`config.mk`:
```
export PLATFORM = sky130hd
export DESIGN_NAME = alu_op_sequencer
export DESIGN_NICKNAME = d
export VERILOG_FILES = /design/src/rtl/alu_op_sequencer.sv
export SDC_FILE = /design/constraint.sdc
export NUM_CORES = 1
export LEC_CHECK = 0
export ABC_AREA = 0
export BUFFER_PORTS_ARGS = -buffer_cell sky130_fd_sc_hd__buf_2
export CAP_MARGIN = 20
export CORE_UTILIZATION = 57
export DETAILED_ROUTE_END_ITERATION = 8
export GPL_TIMING_DRIVEN = 0
export PLACE_DENSITY_LB_ADDON = 0.12
export SYNTH_ARGS = -nofsm -noshare
export SYNTH_HDL_FRONTEND = slang
export SYNTH_SLANG_ARGS = --single-unit
```
`constraint.sdc`:
```
create_clock -name i_clk -period 3.3 [get_ports i_clk]
set_clock_uncertainty 0.05 [all_clocks]
set_input_delay 0.33 -clock i_clk [delete_from_list [all_inputs] [get_ports i_clk]]
set_output_delay 0.33 -clock i_clk [all_outputs]
set_load 0.01 [all_outputs]
```
`src/rtl/alu_op_sequencer.sv`:
```
// alu_op_sequencer
// Wishbone pipeline master that runs one ALU operation per command against
// the 8-bit alu_wb slave: write A, write B, read the result at address op,
// then return the result on a valid/ready response port. Each bus phase has
// a cycle budget (TIMEOUT); when it runs out the command is aborted and
// reported with o_rsp_err=1 and data 8'h00.
//
// Ports:
//   i_clk, reset              clock, asynchronous active-high reset
//   i_cmd_valid/o_cmd_ready   command handshake; i_cmd_a, i_cmd_b, i_cmd_op
//   o_rsp_valid/i_rsp_ready   response handshake; o_rsp_data, o_rsp_err
//   o_wb_cyc, o_wb_stb, o_wb_we, o_wb_addr, o_wb_data    bus request
//   i_wb_ack, i_wb_stall, i_wb_data                      bus reply
module alu_op_sequencer #(
   parameter int         TIMEOUT = 15,
   parameter logic [7:0] ADDR_A  = 8'h00,
   parameter logic [7:0] ADDR_B  = 8'h01
) (
   input  logic       i_clk,
   input  logic       reset,
   input  logic       i_cmd_valid,
   output logic       o_cmd_ready,
   input  logic [7:0] i_cmd_a,
   input  logic [7:0] i_cmd_b,
   input  logic [7:0] i_cmd_op,
   output logic       o_rsp_valid,
   input  logic       i_rsp_ready,
   output logic [7:0] o_rsp_data,
   output logic       o_rsp_err,
   output logic       o_wb_cyc,
   output logic       o_wb_stb,
   output logic       o_wb_we,
   output logic [7:0] o_wb_addr,
   output logic [7:0] o_wb_data,
   input  logic       i_wb_ack,
   input  logic       i_wb_stall,
   input  logic [7:0] i_wb_data
);

   typedef enum logic [2:0] {
      IDLE, WR_A, WAIT_A, WR_B, WAIT_B, RD_OP, WAIT_R, DONE
   } state_t;

   // Abort fires on the edge that would complete the TIMEOUT-th phase cycle.
   localparam logic [7:0] LIMIT = 8'(TIMEOUT - 1);

   state_t     state;
   logic       armed;      // low during reset and until the first edge after it
   logic [7:0] a_q, b_q, op_q;
   logic [7:0] cnt;
   logic [7:0] cnt_inc;
   logic       in_phase, in_wait, expired;

   assign cnt_inc  = (cnt == 8'hFF) ? cnt : cnt + 8'd1;
   assign expired  = (cnt >= LIMIT);
   assign in_phase = (state != IDLE) && (state != DONE);
   assign in_wait  = (state == WAIT_A) || (state == WAIT_B) || (state == WAIT_R);

   assign o_cmd_ready = armed && (state == IDLE);

   always_ff @(posedge i_clk or posedge reset) begin
      if (reset) begin
         state       <= IDLE;
         armed       <= 1'b0;
         a_q         <= 8'h00;
         b_q         <= 8'h00;
         op_q        <= 8'h00;
         cnt         <= 8'h00;
         o_rsp_valid <= 1'b0;
         o_rsp_data  <= 8'h00;
         o_rsp_err   <= 1'b0;
         o_wb_cyc    <= 1'b0;
         o_wb_stb    <= 1'b0;
         o_wb_we     <= 1'b0;
         o_wb_addr   <= 8'h00;
         o_wb_data   <= 8'h00;
      end else begin
         armed <= 1'b1;
         // An ack in a WAIT state wins over an abort on the same edge.
         if (in_phase && !(in_wait && i_wb_ack) && expired) begin
            state       <= DONE;
            o_wb_cyc    <= 1'b0;
            o_wb_stb    <= 1'b0;
            o_rsp_valid <= 1'b1;
            o_rsp_err   <= 1'b1;
            o_rsp_data  <= 8'h00;
         end else begin
            case (state)
               IDLE: begin
                  if (i_cmd_valid && o_cmd_ready) begin
                     a_q       <= i_cmd_a;
                     b_q       <= i_cmd_b;
                     op_q      <= i_cmd_op;
                     cnt       <= 8'h00;
                     state     <= WR_A;
                     o_wb_cyc  <= 1'b1;
                     o_wb_stb  <= 1'b1;
                     o_wb_we   <= 1'b1;
                     o_wb_addr <= ADDR_A;
                     o_wb_data <= i_cmd_a;
                  end
               end
               WR_A, WR_B, RD_OP: begin
                  cnt <= cnt_inc;
                  if (!i_wb_stall) begin
                     o_wb_stb <= 1'b0;
                     case (state)
                        WR_A:    state <= WAIT_A;
                        WR_B:    state <= WAIT_B;
                        default: state <= WAIT_R;
                     endcase
                  end
               end
               WAIT_A: begin
                  if (i_wb_ack) begin
                     cnt       <= 8'h00;
                     state     <= WR_B;
                     o_wb_stb  <= 1'b1;
                     o_wb_we   <= 1'b1;
                     o_wb_addr <= ADDR_B;
                     o_wb_data <= b_q;
                  end else cnt <= cnt_inc;
               end
               WAIT_B: begin
                  if (i_wb_ack) begin
                     cnt       <= 8'h00;
                     state     <= RD_OP;
                     o_wb_stb  <= 1'b1;
                     o_wb_we   <= 1'b0;
                     o_wb_addr <= op_q;
                     o_wb_data <= 8'h00;
                  end else cnt <= cnt_inc;
               end
               WAIT_R: begin
                  if (i_wb_ack) begin
                     state       <= DONE;
                     o_wb_cyc    <= 1'b0;
                     o_rsp_valid <= 1'b1;
                     o_rsp_err   <= 1'b0;
                     o_rsp_data  <= i_wb_data;
                  end else cnt <= cnt_inc;
               end
               DONE: begin
                  if (i_rsp_ready) begin
                     state       <= IDLE;
                     o_rsp_valid <= 1'b0;
                     o_rsp_err   <= 1'b0;
                  end
               end
               default: state <= IDLE;
            endcase
         end
      end
   end

endmodule

```
# Word-level counts from Yosys, hierarchy flattened
# Cells that the tools add are included.
[op_classes] order_cmp=1 mux=38 n_reduce_logical=28 bitwise=1 n_eq_ne=20 add_sub_neg=1
[ops] op="$mux 8" n=12
[ops] op="$pmux 8 s3" n=2
[ops] op="$pmux 8 s4" n=1
[ops] op="$mux 3" n=7
[ops] op="$pmux 3 s6" n=1
[ops] op="$eq 3x3->1 const B" n=4
[ops] op="$reduce_bool 3->1" n=4
[ops] op="$mux 1" n=9
[ops] op="$ne 3x2->1 const B" n=3
[ops] op="$ne 3x3->1 const B" n=3
[ops] op="$reduce_and 3->1" n=3
[ops] op="$add 8x1->8 const B" n=1
[ops] op="$eq 8x8->1 const B" n=1
[ops] op="$ge 8x4->1 const B" n=1
[ops] op="$reduce_and 4->1" n=2
[ops] op="$reduce_bool 4->1" n=2
[ops] op="$eq 3x2->1 const B" n=2
[ops] op="$logic_and 1x1->1" n=6
[ops] op="$ne 2x2->1 const B" n=3
[ops] op="$ne 3x1->1 const B" n=2
[ops] op="$pmux 1 s2" n=3
[ops] op="$pmux 1 s3" n=2
[ops] op="$pmux 3 s2" n=1
[ops] op="$reduce_and 6->1" n=1
[ops] op="11 further kinds" n=13
[word_totals] wordCells=102 reg_bits=57 in_bits=38

# Longest topological paths before layout
[logic_depth] depth_word=9 ltp_mapped=7 mapped_depth_nobuf=6

# Worst setup path before layout
# Ideal clock, no wire load.
[synth_path] path_type="flip-flop to flip-flop" from="register cnt[0]" to="register cnt[2]" arrival_time_ps=1693 stages_incl_launch_ff=7 slack_ps=1478 setup_time_ps=79 cell_sequence="dfrtp_1 -> inv_1 -> ha_1 -> o211ai_1 -> a22oi_2 -> nor4_2 -> mux2i_1"
[synth_between] elab_chain_len=4 word_cells_on_any_way=10
[synth_lines] element="from (decl)" line="50" source="logic [7:0] cnt;"
[synth_lines] element="from (signal assigned)" line="104" source="cnt <= cnt_inc;"
[synth_lines] element="from (signal assigned)" line="122" source="end else cnt <= cnt_inc;"
[synth_lines] element="from (signal assigned)" line="132" source="end else cnt <= cnt_inc;"
[synth_lines] element="$add 8x1->8, or another cell as far along" line="54" source="assign cnt_inc = (cnt == 8'hFF) ? cnt : cnt + 8'd1;"
[synth_lines] element="$mux 8 or $logic_and 1x1->1 (tied branches)" line="54, 80"
[synth_lines] element="$mux 8, or another cell as far along" line="135" source="if (i_wb_ack) begin"
[synth_lines] element="$pmux 8 s4 or $reduce_and 4->1 (tied branches)"
# Parallel ways exist; a longest one is shown, timed or not. The select of a mux whose other input is x is not followed.
# A chain may end at the register's enable or synchronous reset.

# Final worst setup path
[layout_path] from="register cnt[0]" to="register cnt[1]"
# Same word-level chain as after synthesis.

==> flow_summary_export.csv <==
group,metric,value,unit
status,outcome,"finished, violations left",
status,violations,"design-rule violations",
clock_tree,cts_buffers,9,
place,port_buffers,67,
detailed_routing,drtIter0Drc,162,
worst_setup_path,path_class,"register to register",
power,power_density,965,nW/um^2
timing,fin_setup_tns,0,ns
yosys,yosysSeqAreaShare,0.521,
worst_setup_path,crit_end,"cnt[1]",
power,p_clk_frac,0.226,
clock_tree,clock_latency,0.33,ns
global_route,grt.total_usage,0.267,
timing,fin_crit_sh,0.626,
global_route,grt_max_degree,43,
die,core_area,4470,um^2
timing,period_needed,2.06,ns
die,die-width,71.3,um
power,vdd_drop_max,536,uV
global_route,grt_pass1_wl,10300,um
global_route,grt_overflow,0,
timing,fmax,484,MHz
yosys,synth_common_cells,"dfrtp_1 (57), nand2_1 (44), nor2_1 (21)",
die,initial_utilization,0.612,
yosys,synth.yosys.warnings,0,
detailed_routing,wl,5910,um
layout,area_growth,24.1,%
yosys,yosysTopAreaCellShare,0.521,
yosys,synth_area,2740,um^2
worst_setup_path,r2r_cells,6,
power,p_sw_frac,0.376,
yosys,async_flop_share,1.00,
die,die_y,71.3,um
yosys,synth.most_common_cell,"dfrtp_1",
yosys,synth-edff-count,0,
timing,rsz0062_at_grt,"no",
timing,hold_violations,0,
power,p_int,2.05,mW
place,place_ws,1.22,ns
worst_setup_path,crit_fanout,8,
run,drv_cap,0,
yosys,ys_ff_latch,57,
worst_setup_path,crit_start,"cnt[0]",
yosys,ys_types,52,
timing,whs,0.169,ns
detailed_routing,antenna_left,0,
place,routabilityCongestion,0.824,
worst_setup_path,rrSetupSlack,1.24,ns
timing,max_slew.worst_pin.slew,0.694,ns
place,dpl.hpwl,4020,um
power,combinationalPowerShare,0.422,
worst_setup_path,worstSetupEndpointType,"register",
timing,relSlewSlack,0.535,
yosys,synthSimpleGateAreaFrac,0.186,
die,rows,24,
clock_tree,tritoncts,"yes",
yosys,avgSynthCellArea,10.9,um^2
layout,drive_gt1_frac,0.384,
clock_tree,clk_path_buf_depth,2,
yosys,synth_compound_area_frac,0.155,
yosys,syn-num-nets,291,
timing,setup_viol,0,
worst_setup_path,crit_required,3.51,ns
clock_tree,h-tree-depth,3,
power,leakage,1.67,nW
global_route,antenna_found_initial,0,
timing,layout_setup_ws,1.24,ns
worst_setup_path,startpoint_type,"register",
timing,maxSlewViolCount,0,
min_path,min-delay-path-class,"input pin to register",
yosys,synth_fa_ha_area_frac,0.00914,
yosys,muxShareOfSynthArea,0.0804,
layout,diodes,0,
worst_setup_path,crit_arrival,2.27,ns
yosys,synthFlopType,"dfrtp_1",
detailed_routing,drt_pass1_iterations,6,
layout,nNetsFinal,371,
worst_setup_path,r2r-start,"cnt[0]",
die,fp.dieArea,5090,um^2
yosys,synth_top_family_by_area,"simple AND/OR/NAND/NOR gates",
clock_tree,clock_sinks,57,
global_route,grt_pass1_vias,2275,
yosys,syn_inst,251,
detailed_routing,drc_errors,3,
die,io_pins,68,
yosys,yosys.area.top_type,"dfrtp_1",
clock_tree,clk_pin_slew,0.07,ns
worst_setup_path,rr_endpoint,"cnt[1]",
detailed_routing,viasPerCell,5.52,
power,switchingPower,1.23,mW
detailed_routing,vias,2142,
clock_tree,root_buffer,"clkbuf_8",
yosys,synth_xor_area_frac,0,
detailed_routing,wl_per_cell,15.2,um
yosys,synth_area_leaders,"dfrtp_1 (52%), mux2_2 (6.6%), nand2_1 (6.0%)",
layout,fillers,316,
power,power,3.28,mW
power,pwr-share-seq,0.352,
[cells in the final DEF (no fill, tap or decap), types with 4 or more instances in the layout]
master,Yosys,routed
a21oi_1,11,11
a221oi_1,8,8
and2_1,5,5
buf_2,4,71
buf_4,4,4
buf_6,5,5
clkbuf_8,0,10
dfrtp_1,57,57
mux2_2,16,16
mux2i_1,4,4
nand2_1,44,44
nand2b_1,5,5
nand3_1,11,11
nor2_1,21,21
o211ai_1,4,4
[flip-flops by register name, summed over array words and instances (netlist names), 3 cells and up]
signal,cells
o_rsp_data,8
cnt,8
state,3
op_q,8
o_wb_addr,8
o_wb_data,8
b_q,8
[stage by stage]
stage,utilization,std cells,instance area (um^2)
2_1_floorplan,-,251,2740
3_3_place_gp,0.702,370,3140
3_5_place_dp,0.706,371,3160
4_1_cts,0.760,388,3400
5_1_grt,0.760,388,3400
6_report,0.760,388,3400
[kinds of logic (layout without fill, tap and decap cells)]
| family | count (synthesis) | after routing |
|---|---|---|
| buffers and inverters | 19 | 104 |
| multiplexers | 20 | 20 |
| AND/OR/NAND/NOR | 101 | 101 |
| other | 1 | 1 |
| AO/OA/AOI/OAI | 51 | 51 |
| adder cells (fa/ha/maj) | 2 | 2 |
| flip-flops | 57 | 57 |
[power by group through the flow]
stage | registers [mW] | clock network (mW) | logic (mW)
after global routing | 1.19 | 0.778 | 1.54
after floorplan | 1.22 | 0 | 0.920
after detailed placement | 1.17 | 0 | 1.37
after CTS | 1.15 | 0.753 | 1.39
final | 1.15 | 0.742 | 1.38
after global placement | 1.15 | 0 | 1.33
[how the worst min path moves through the flow]
stage	end	slack (ns)	depth (start not counted)	start
after floorplan	o_rsp_data[0]	0.41	2	i_wb_data[0]
after global placement	o_wb_addr[4]	0.39	2	o_wb_addr[4]
after detailed placement	o_wb_data[5]	0.27	2	reset
after CTS	o_rsp_data[0]	0.16	3	i_wb_data[0]
after global routing	b_q[4]	0.16	2	i_cmd_b[4]
final	o_rsp_data[2]	0.17	3	i_wb_data[2]
[worst max-delay path, stage by stage (launching register included)]
cell      delay [ns]
dfrtp_1         0.39
inv_1           0.07
ha_1            0.19
o211ai_1        0.58
a22oi_2         0.17
nor3_2          0.31
mux2i_1         0.22
[area by class of cell]
class / instances / area, um^2 / share of cell area
inverters: 5 / 18.8 / 0.00552
repair buffers: 69 / 365 / 0.108
plain buffers: 14 / 110 / 0.0324
multi-input cells: 175 / 1180 / 0.348
flip-flops and latches: 57 / 1430 / 0.420
clock inverters: 6 / 91.3 / 0.0269
clock buffers: 10 / 138 / 0.0405
well taps: 52 / 65.1 / 0.0191
[metal layers]
layer	GRT usage	vias to the layer above	share of wire
met3	0.0788	6	0.051
met4	0.109	0	0.012
met5	0	-	0
met1	0.320	1030	0.44
met2	0.454	55	0.50
li1	-	1051	-
[what timing repair did]
action                                  in CTS  in global routing
setup buffers                                0                  0
hold buffers                                 1                  0
resized for setup                            0                  0
hold endpoints to repair                    15                  0
endpoints found under the setup margin       0                  0
Note: power is estimated with default switching activity, not from simulation.
